===== src/rtl/svdb_row_batcher.sv =====
// svdb_row_batcher: buffers tagged records in a circular FIFO and re-emits
// them as framed batches (BEGIN, ROW..., COMMIT) with monotonically
// increasing row ids. Batches close on BATCH_MAX rows, on an idle timeout,
// or on a flush request once the FIFO has drained.
module svdb_row_batcher #(
  parameter int DATA_W    = 64,
  parameter int TAG_W     = 8,
  parameter int DEPTH     = 16,
  parameter int BATCH_MAX = 8,
  parameter int TIMEOUT   = 256
) (
  input  logic                     clk,
  input  logic                     rst,
  input  logic                     in_valid,
  output logic                     in_ready,
  input  logic [TAG_W-1:0]         in_tag,
  input  logic [DATA_W-1:0]        in_data,
  input  logic                     flush,
  output logic                     out_valid,
  input  logic                     out_ready,
  output logic [1:0]               out_kind,
  output logic [31:0]              out_row_id,
  output logic [TAG_W-1:0]         out_tag,
  output logic [DATA_W-1:0]        out_data,
  output logic [$clog2(DEPTH):0]   level
);

  localparam int PTR_W   = $clog2(DEPTH);
  localparam int CNT_W   = PTR_W + 1;
  localparam int BATCH_W = $clog2(BATCH_MAX + 1);
  localparam int IDLE_W  = $clog2(TIMEOUT + 1);

  localparam logic [1:0] KIND_ROW    = 2'd0;
  localparam logic [1:0] KIND_BEGIN  = 2'd1;
  localparam logic [1:0] KIND_COMMIT = 2'd2;

  typedef enum logic [1:0] {S_IDLE, S_BEGIN, S_ROWS, S_COMMIT} state_t;

  // Row ids skip zero: the consumer treats id 0 as "no row".
  function automatic logic [31:0] next_row_id(input logic [31:0] id);
    if (id == 32'hFFFF_FFFF) begin
      next_row_id = 32'd1;
    end else begin
      next_row_id = id + 32'd1;
    end
  endfunction

  logic [TAG_W+DATA_W-1:0] mem_r [DEPTH];
  logic [PTR_W-1:0]        wr_ptr_r, rd_ptr_r;
  logic [CNT_W-1:0]        count_r, count_next_s;
  state_t                  state_r, state_next_s;
  logic [31:0]             row_id_r, row_id_next_s;
  logic [BATCH_W-1:0]      batch_cnt_r, batch_cnt_next_s;
  logic [IDLE_W-1:0]       idle_cnt_r, idle_cnt_next_s;
  logic                    flush_pend_r, flush_pend_next_s;
  logic                    push_s, pop_s;
  logic [TAG_W-1:0]        head_tag_s;
  logic [DATA_W-1:0]       head_data_s;

  assign in_ready = (count_r != CNT_W'(DEPTH));
  assign level    = count_r;
  assign push_s   = in_valid && in_ready;
  assign pop_s    = (state_r == S_ROWS) && (count_r != CNT_W'(0)) && out_ready;
  assign {head_tag_s, head_data_s} = mem_r[rd_ptr_r];

  // FIFO storage: contents need no reset, occupancy is tracked by count_r.
  always_ff @(posedge clk) begin
    if (push_s) begin
      mem_r[wr_ptr_r] <= {in_tag, in_data};
    end
  end

  // Occupancy update: simultaneous push and pop leaves the count unchanged.
  always_comb begin
    count_next_s = count_r;
    case ({push_s, pop_s})
      2'b10:   count_next_s = count_r + CNT_W'(1);
      2'b01:   count_next_s = count_r - CNT_W'(1);
      default: count_next_s = count_r;
    endcase
  end

  // Batch framing: next state, counters, row id and pending-flush flag.
  always_comb begin
    state_next_s      = state_r;
    row_id_next_s     = row_id_r;
    batch_cnt_next_s  = batch_cnt_r;
    idle_cnt_next_s   = idle_cnt_r;
    flush_pend_next_s = flush_pend_r;
    case (state_r)
      // Leaving IDLE on the incoming push as well lets BEGIN appear in the
      // same cycle the first record becomes visible in the FIFO.
      S_IDLE: begin
        if ((count_r != CNT_W'(0)) || push_s) begin
          state_next_s = S_BEGIN;
        end else begin
          state_next_s = S_IDLE;
        end
      end
      S_BEGIN: begin
        if (out_ready) begin
          state_next_s     = S_ROWS;
          batch_cnt_next_s = BATCH_W'(0);
          idle_cnt_next_s  = IDLE_W'(0);
        end else begin
          state_next_s = S_BEGIN;
        end
      end
      S_ROWS: begin
        if (pop_s) begin
          row_id_next_s    = next_row_id(row_id_r);
          batch_cnt_next_s = batch_cnt_r + BATCH_W'(1);
          idle_cnt_next_s  = IDLE_W'(0);
          if (batch_cnt_r == BATCH_W'(BATCH_MAX - 1)) begin
            state_next_s = S_COMMIT;
          end else begin
            state_next_s = S_ROWS;
          end
        end else if (count_r == CNT_W'(0)) begin
          if (flush_pend_r) begin
            state_next_s = S_COMMIT;
          end else begin
            idle_cnt_next_s = idle_cnt_r + IDLE_W'(1);
            if (idle_cnt_r == IDLE_W'(TIMEOUT - 1)) begin
              state_next_s = S_COMMIT;
            end else begin
              state_next_s = S_ROWS;
            end
          end
        end else begin
          state_next_s = S_ROWS;
        end
      end
      S_COMMIT: begin
        if (out_ready) begin
          state_next_s = S_IDLE;
        end else begin
          state_next_s = S_COMMIT;
        end
      end
      default: state_next_s = S_IDLE;
    endcase
    // A flush coinciding with the COMMIT handshake only survives if rows
    // remain for the next batch; an idle, empty batcher ignores flush.
    if ((state_r == S_COMMIT) && out_ready) begin
      flush_pend_next_s = flush && (count_next_s != CNT_W'(0));
    end else if (flush && ((state_r != S_IDLE) || (count_r != CNT_W'(0)))) begin
      flush_pend_next_s = 1'b1;
    end else begin
      flush_pend_next_s = flush_pend_r;
    end
  end

  // Token presentation: all fields decode from registered state and FIFO head.
  always_comb begin
    out_valid  = 1'b0;
    out_kind   = KIND_ROW;
    out_row_id = 32'd0;
    out_tag    = '0;
    out_data   = '0;
    case (state_r)
      S_BEGIN: begin
        out_valid = 1'b1;
        out_kind  = KIND_BEGIN;
      end
      S_ROWS: begin
        if (count_r != CNT_W'(0)) begin
          out_valid  = 1'b1;
          out_row_id = row_id_r;
          out_tag    = head_tag_s;
          out_data   = head_data_s;
        end else begin
          out_valid = 1'b0;
        end
      end
      S_COMMIT: begin
        out_valid = 1'b1;
        out_kind  = KIND_COMMIT;
      end
      default: out_valid = 1'b0;
    endcase
  end

  // State, pointers and counters; reset discards the FIFO and any open batch.
  always_ff @(posedge clk or posedge rst) begin
    if (rst) begin
      state_r      <= S_IDLE;
      wr_ptr_r     <= PTR_W'(0);
      rd_ptr_r     <= PTR_W'(0);
      count_r      <= CNT_W'(0);
      row_id_r     <= 32'd1;
      batch_cnt_r  <= BATCH_W'(0);
      idle_cnt_r   <= IDLE_W'(0);
      flush_pend_r <= 1'b0;
    end else begin
      state_r      <= state_next_s;
      count_r      <= count_next_s;
      row_id_r     <= row_id_next_s;
      batch_cnt_r  <= batch_cnt_next_s;
      idle_cnt_r   <= idle_cnt_next_s;
      flush_pend_r <= flush_pend_next_s;
      if (push_s) begin
        wr_ptr_r <= wr_ptr_r + PTR_W'(1);
      end else begin
        wr_ptr_r <= wr_ptr_r;
      end
      if (pop_s) begin
        rd_ptr_r <= rd_ptr_r + PTR_W'(1);
      end else begin
        rd_ptr_r <= rd_ptr_r;
      end
    end
  end

endmodule


===== config.mk =====
export PLATFORM = sky130hd
export DESIGN_NAME = svdb_row_batcher
export DESIGN_NICKNAME = d
export VERILOG_FILES = /design/src/rtl/svdb_row_batcher.sv
export SDC_FILE = /design/constraint.sdc
export NUM_CORES = 1
export LEC_CHECK = 0
export ABC_CLOCK_PERIOD_IN_PS = 7850
export CORE_ASPECT_RATIO = 0.7
export CORE_MARGIN = 1.5
export CORE_UTILIZATION = 35
export DETAILED_ROUTE_END_ITERATION = 8
export PLACE_DENSITY = 0.57
export SLEW_MARGIN = 30
export SYNTH_ARGS = -nofsm -noshare
export SYNTH_HDL_FRONTEND = slang
export SYNTH_SLANG_ARGS = --single-unit
export TNS_END_PERCENT = 20

===== constraint.sdc =====
create_clock -name clk -period 7.85 [get_ports clk]
set_input_delay 1.9625 -clock clk [delete_from_list [all_inputs] [get_ports clk]]
set_output_delay 1.9625 -clock clk [all_outputs]
set_load 0.01 [all_outputs]

==> run_results.csv, run 1 <==
group,metric,value,unit
placed_design,dp_hpwl,58000,µm
hold_path,hp-start,"row_id_r[10]$_DFFE_PP0P_",
synthesis,synth-async-reset-ratio,5.03,%
route,vias,22000,
timing,setup_viol,0,
pwr,p_leak,17.2,nW
pwr,p_comb_share,26.9,%
global_routing,met3_usage,3.04,%
synthesis,synthCells,2064,
clock_tree,clockBufferDepth,3,
global_routing,grtUsageMet1,23.1,%
timing,max_slew.worst_pin.slew,0.979,ns
synthesis,syn-num-nets,2153,
global_routing,grt_overflow,0,
synthesis,synth_top_area_share,73.5,%
global_routing,grt_start_max_net_pins,96,
synthesis,synth_edf_count,1152,
timing,maxSlewViolCount,0,
synthesis,ys_warn_count,0,
route,drt-pass1-iter-count,5,
global_routing,grt-busiest-layer,"met2",
cells_and_area,layout-drive-gt1-share,25.2,%
floorplan,die_y,310,µm
worst_setup_path,critPathBufInv,2,
timing,fin_skew,0.0274,ns
worst_setup_path,path_class,"flip-flop to output pin",
timing,fin_crit,6.03,ns
route,routedWlPerCell,26.5,µm
hold_path,hold_class,"flip-flop to flip-flop",
timing,fmax,166,MHz
timing,maxSlewHeadroom,34.7,%
worst_setup_path,reg2reg_setup_slack,3.89,ns
cells_and_area,layout.nets,2411,
cells_and_area,areaGrowthSynthToFinish,17.7,%
synthesis,yosys_most_used_dff,"edfxtp_1",
synthesis,synth.area.top_cells,"edfxtp_1 74%, mux4_2 17%, dfrtp_1 3.2%",
run,drv_cap,0,
clock_tree,htree_num_levels,3,
pwr,p_sw,0.00530,W
placed_design,postPlaceCellArea,51500,µm²
clock_tree,cts_tree,"yes",
global_routing,antenna_found_initial,6,
cells_and_area,fillCellCount,11400,
synthesis,synthDistinctLibCells,53,
pwr,finalPower,0.0190,W
timing,setup_slack,1.82,ns
floorplan,die_area,137000,µm²
run_status,outcome,"completed",
clock_tree,cts_buffers,116,
timing,finalCritPeriodShare,76.8,%
clock_tree,cts_hold_buf,0,
worst_setup_path,crit_top_cell,"mux4_2",
worst_setup_path,max_stage_delay,1.03,ns
placed_design,pre_cts_slack,2.42,ns
worst_setup_path,r2r-start,"level[2]$_DFF_PP0_",
pwr,power_density,342,nW/µm²
route,wl,111000,µm
worst_setup_path,timing.rr.end,"flush_pend_r$_DFFE_PP0P_",
global_routing,gr-usage-all-layers,16.4,%
pwr,p_clk_share,30.3,%
global_routing,grt_pass1_vias,23200,
worst_setup_path,endpoint_kind,"output pin",
timing,rsz0062_at_grt,"false",
placed_design,portBuffers,189,
floorplan,initial_core_util,35.3,%
synthesis,seq_area_frac_synth,76.8,%
clock_tree,path_clk_slew,0.06,ns
global_routing,grt_pass1_wl,162000,µm
route,routed_via_density,5.24,
hold_path,hold_path_depth,1,
cells_and_area,fin_area,55400,µm²
worst_setup_path,crit_path_max_fanout,95,
worst_setup_path,worst_r2r_path_depth,9,
pwr,p_int,0.0137,W
synthesis,synth.avg_cell_area,22.8,µm²
clock_tree,cts_resized,0,
floorplan,die_width,441,µm
pwr,ir_worst_vdd,0.214,mV
worst_setup_path,crit_path_top_delay_cell,"dfrtp_4",
clock_tree,cts_setup_buffers,0,
worst_setup_path,cp-start-kind,"flip-flop",
clock_tree,clock_sinks,1213,
pwr,seq_power_share,42.7,%
timing,final-hold-violation-count,0,
synthesis,synth-seq-cells,1213,
worst_setup_path,cp_cell_sequence,"buf_12 -> mux4_2 -> mux4_2 -> and2_1 -> clkdlybuf4s50_1",
route,drtIter0Drc,2180,
global_routing,use_met2,26.8,%
worst_setup_path,crit_family,"flip-flops",
floorplan,io_pins,190,
synthesis,syn_area,47100,µm²
floorplan,core,133000,µm²
worst_setup_path,crit_required,5.89,ns
clock_tree,cts_root_buffer,"clkbuf_16",
placed_design,place_congestion,0.798,
route,drc_errors,0,
hold_path,holdPathEnd,"row_id_r[10]$_DFFE_PP0P_",
worst_setup_path,arrival,4.06,ns
route,postRouteAntennaNets,0,
clock_tree,insertion_delay,0.74,ns
pwr,power.share.switching,28.0,%
synthesis,synth_largest_area_cell,"edfxtp_1",
floorplan,rows,112,
-- how the worst max path moves through the flow --
| stage | depth (start not counted) | slack (ns) | end | start |
|---|---|---|---|---|
| 3_5_place_dp | 9 | 2.42 | flush_pend_r$_DFFE_PP0P_ | out_ready |
| 2_1_floorplan | 4 | -0.1 | mem_r[1][0]$_DFFE_PP_ | in_valid |
| 6_report | 5 | 1.82 | out_data[20] | rd_ptr_r[1]$_DFFE_PP0P_ |
| 5_1_grt | 6 | 1.55 | out_data[40] | rd_ptr_r[0]$_DFFE_PP0P_ |
| 4_1_cts | 6 | 1.67 | out_data[36] | rd_ptr_r[0]$_DFFE_PP0P_ |
| 3_3_place_gp | 9 | 2.44 | flush_pend_r$_DFFE_PP0P_ | out_ready |
-- cells in the final DEF, fill, tap and decap left out, types with 5 or more instances in the layout --
cell type / synthesis / layout
nand2_1: 45 / 45
edfxtp_1: 1152 / 1152
nor2_1: 42 / 30
mux4_2: 360 / 360
a21oi_1: 6 / 5
nor3_1: 11 / 7
o31ai_1: 5 / 5
inv_1: 15 / 14
ha_1: 12 / 12
o21ai_0: 11 / 11
bufinv_16: 0 / 17
buf_4: 2 / 36
nor2_4: 0 / 12
nand4_1: 16 / 16
clkdlybuf4s50_1: 0 / 189
clkbuf_16: 0 / 118
and2_1: 103 / 103
nand3_1: 23 / 23
clkinv_1: 0 / 27
clkinv_2: 0 / 22
dfrtp_1: 60 / 56
xnor2_1: 24 / 24
buf_12: 0 / 11
a31oi_1: 9 / 9
clkbuf_1: 56 / 26
xor2_1: 14 / 14
-- per-stage QoR --
stage                     hold WS [ns]  setup TNS [ns]  cells  utilization [%]
after global routing             0.513               0   4190             41.6
after CTS                        0.496               0   4189             41.5
after global placement           0.465               0   3967             38.6
after floorplan                  0.443          -20.77   2064                -
final                            0.489               0   4191             41.6
after detailed placement         0.486               0   3970             38.6
-- cell usage after synthesis, types with 3 or more instances --
cell type	n
a21o_1	3
a21oi_1	6
a31oi_1	9
and2_1	103
buf_1	29
buf_2	14
clkbuf_1	56
dfrtp_1	60
edfxtp_1	1152
ha_1	12
inv_1	15
mux4_2	360
nand2_1	45
nand2b_1	4
nand3_1	23
nand3b_1	3
nand4_1	16
nor2_1	42
nor2b_1	4
nor3_1	11
nor4_1	4
o211ai_1	3
o21ai_0	11
o31ai_1	5
xnor2_1	24
xor2_1	14
-- cell type report --
cell class                      instances  area, µm²  share of cell area [%]
Multi-Input combinational cell        733      10600                    19.1
Inverter                               15       56.3                   0.102
Clock buffer                          144       3050                    5.51
Tap cell                             1767       2210                    3.99
Timing Repair Buffer                  243       2510                    4.54
Antenna cell                            1       2.50                 0.00452
Sequential cell                      1213      36100                    65.2
Clock inverter                         75        851                    1.54
-- flip-flops by register name (all words and copies together) (netlist names) --
register	cells
mem_r	1152
row_id_r	32
idle_cnt_r	9
level	5
batch_cnt_r	4
rd_ptr_r	4
wr_ptr_r	4
state_r	2
flush_pend_r	1
-- logic make-up after synthesis --
logic type	synth area share [%]
DFF	76.8
muxes	17.3
and+or+nand+nor	3.11
buffers and inverters	1.03
AOI/OAI and AO/OA	0.822
xor gates and xnor gates	0.707
adders and majority gates	0.319
-- layer usage --
layer / vias to the layer above / wire (µm)
met3: 168 / 5440
met1: 12000 / 49300
met2: 601 / 54300
met5: - / 71
li1: 9206 / -
met4: 10 / 2070
-- power by group through the flow --
stage / sequential, W / clock (W) / combinational (W)
after detailed placement: 0.00824 / 0 / 0.00523
after global routing: 0.00816 / 0.00614 / 0.00549
after floorplan: 0.00808 / 0 / 0.00350
after CTS: 0.00811 / 0.00591 / 0.00524
final: 0.00810 / 0.00575 / 0.00511
after global placement: 0.00823 / 0 / 0.00513
(Power assumes the default switching activity.)
==> inputs of run 2 (changes only) <==
--- a/config.mk
+++ b/config.mk
@@ -5,12 +5,12 @@
 export SDC_FILE = /design/constraint.sdc
 export NUM_CORES = 1
 export LEC_CHECK = 0
-export ABC_CLOCK_PERIOD_IN_PS = 7850
+export ABC_CLOCK_PERIOD_IN_PS = 4800
 export CORE_ASPECT_RATIO = 0.7
 export CORE_MARGIN = 1.5
 export CORE_UTILIZATION = 35
 export DETAILED_ROUTE_END_ITERATION = 8
-export PLACE_DENSITY = 0.57
+export PLACE_DENSITY = 0.59
 export SLEW_MARGIN = 30
 export SYNTH_ARGS = -nofsm -noshare
 export SYNTH_HDL_FRONTEND = slang
==> constraint.sdc (replaced) <==
create_clock -name clk -period 4.8 [get_ports clk]
set_input_delay 1.2 -clock clk [delete_from_list [all_inputs] [get_ports clk]]
set_output_delay 1.2 -clock clk [all_outputs]
set_load 0.01 [all_outputs]
==> run_results.csv, run 2 (synthesized netlist as in run 1, its figures left out) <==
group,metric,value,unit
run_status,outcome,"completed",
clock_tree,insertion_delay,0.77,ns
timing,rsz0062_at_grt,"true",
worst_setup_path,crit_family,"buffers and inverters",
timing,maxSlewHeadroom,54.7,%
floorplan,rows,112,
route,drc_errors,0,
timing,setup_viol,0,
global_routing,grt_start_max_net_pins,51,
pwr,power_density,560,nW/µm²
worst_setup_path,path_class,"flip-flop to output pin",
hold_path,hold_class,"flip-flop to flip-flop",
clock_tree,clock_sinks,1213,
timing,maxSlewViolCount,0,
floorplan,die_width,441,µm
global_routing,grt_overflow,0,
route,wl_met2,55900,µm
cells_and_area,final_util,42.1,%
timing,max_slew.worst_pin.slew,0.680,ns
placed_design,placed_cells,3995,
cells_and_area,final_cells,4222,
timing,fmax,213,MHz
global_routing,antenna_found_initial,9,
placed_design,dp_hpwl,59300,µm
route,drtIter0Drc,2167,
cells_and_area,largest_reg_flops,1152,
worst_setup_path,critPathBufInv,2,
cells_and_area,layout.nets,2443,
worst_setup_path,crit_top_cell,"mux4_2",
cells_and_area,fillCellCount,11300,
route,met3_length,7080,µm
cells_and_area,areaGrowthSynthToFinish,19.1,%
clock_tree,cts_tree,"yes",
floorplan,die_y,310,µm
cells_and_area,largest_register,"mem_r",
worst_setup_path,crit_required,3.60,ns
pwr,p_int,0.0225,W
timing,fin_skew,0.0734,ns
cells_and_area,top_regs,"mem_r x1152, row_id_r x32, idle_cnt_r x9",
cells_and_area,most-common-layout-cells,"1152 x edfxtp_1, 360 x mux4_2, 174 x clkdlybuf4s50_1",
route,wl_met1,49600,µm
pwr,p_sw,0.00893,W
route,vias,22300,
pwr,seq_power_share,42.2,%
worst_setup_path,max_stage_delay,0.84,ns
worst_setup_path,cp-start-kind,"flip-flop",
worst_setup_path,arrival,3.49,ns
run,drv_cap,0,
timing,fin_crit,4.69,ns
pwr,power.share.switching,28.4,%
cells_and_area,multi_input_area,10600,µm²
timing,finalCritPeriodShare,97.7,%
clock_tree,clockBufferDepth,3,
worst_setup_path,cp_cell_sequence,"buf_12 -> mux4_2 -> mux4_2 -> and2_1 -> clkdlybuf4s50_1",
pwr,p_comb_share,28.9,%
worst_setup_path,crit_path_max_fanout,28,
pwr,p_leak,17.7,nW
global_routing,grt_pass1_vias,23200,
pwr,p_clk_share,29.0,%
cells_and_area,layout.area.seq,36100,µm²
clock_tree,htree_num_levels,3,
cells_and_area,final_common_cell,"edfxtp_1",
clock_tree,path_clk_slew,0.06,ns
route,wl,115000,µm
floorplan,io_pins,190,
floorplan,core,133000,µm²
pwr,finalPower,0.0314,W
route,drt-pass1-iter-count,7,
timing,final-hold-violation-count,0,
global_routing,gr-usage-all-layers,17.0,%
worst_setup_path,endpoint_kind,"output pin",
clock_tree,cts_root_buffer,"clkbuf_16",
pwr,ir_worst_vdd,0.336,mV
route,postRouteAntennaNets,0,
placed_design,portBuffers,189,
floorplan,initial_core_util,35.3,%
cells_and_area,fin_area,56100,µm²
placed_design,postPlaceCellArea,52000,µm²
route,routed_via_density,5.28,
clock_tree,cts_buffers,114,
global_routing,grt_pass1_wl,166000,µm
cells_and_area,layout-drive-gt1-share,26.2,%
route,routedWlPerCell,27.2,µm
worst_setup_path,crit_path_top_delay_cell,"dfrtp_4",
route,maxUsedRoutingLayer,"met5",
clock_tree,cts_hold_buf,0,
floorplan,die_area,137000,µm²
placed_design,place_congestion,0.752,
## run 2: changes by cell type in the layout (fill, tap and decap cells not counted), moves of 6 or more
cell             previous run  this run
dlygate4sd2_1               0         6
clkinvlp_4                  1         7
clkdlybuf4s50_1           189       174
dlymetal6s2s_1              0         9
clkbuf_1                   26        20
buf_12                     11        35
buf_16                      3        10
## run 2: timing repair
item | in CTS | in global routing
buffers inserted | 4 | 0
gates resized for setup | 22 | 18
endpoints found under the setup margin | 72 | 29
gates cloned | 5 | 1
## run 2: worst paths after layout
check | start | to | slack, ns | cells past startpoint
setup / recovery | rd_ptr_r[1]$_DFFE_PP0P_ | out_data[23] | 0.11 | 5
hold / removal | row_id_r[10]$_DFFE_PP0P_ | row_id_r[10]$_DFFE_PP0P_ | 0.49 | 1
setup reg to reg | level[2]$_DFF_PP0_ | flush_pend_r$_DFFE_PP0P_ | 1.34 | 10
hold reg to reg | row_id_r[10]$_DFFE_PP0P_ | row_id_r[10]$_DFFE_PP0P_ | 0.49 | 1
max in group asynchronous | rst | rd_ptr_r[0]$_DFFE_PP0P_ | 2.94 | 3
min in group asynchronous | rst | row_id_r[24]$_DFFE_PP0P_ | 0.89 | 2
## run 2: metal layers
| metal | GRT usage (%) | up-vias |
|---|---|---|
| li1 | - | 9275 |
| met1 | 23.7 | 12100 |
| met2 | 27.5 | 743 |
| met3 | 3.34 | 164 |
| met4 | 3.96 | 12 |
| met5 | 0 | - |
## run 2: cell type report
class	count	area share (%)
multi-input combinational	733	18.9
antenna	3	0.0134
tap	1767	3.94
clock buffer	135	5.25
sequential	1213	64.5
clock inverter	79	1.49
timing repair buffer	277	5.85
inverter	15	0.100
## run 2: power by group through the flow
stage          logic [W]  registers, W  clock network (W)
2_1_floorplan    0.00573        0.0132                  0
5_1_grt          0.00972        0.0133            0.00973
4_1_cts          0.00929        0.0133            0.00935
3_3_place_gp     0.00880        0.0134                  0
6_report         0.00907        0.0132            0.00910
3_5_place_dp     0.00889        0.0135                  0
## run 2: metrics by stage
step | hold WS [ns] | worst slack (ns) | setup TNS [ns]
2_1_floorplan | 0.443 | -0.490 | -449.49
3_3_place_gp | 0.459 | 0.623 | 0
3_5_place_dp | 0.482 | 0.626 | 0
4_1_cts | 0.490 | -0.00156 | -0.00265
5_1_grt | 0.504 | -0.0522 | -0.133
6_report | 0.491 | 0.112 | 0
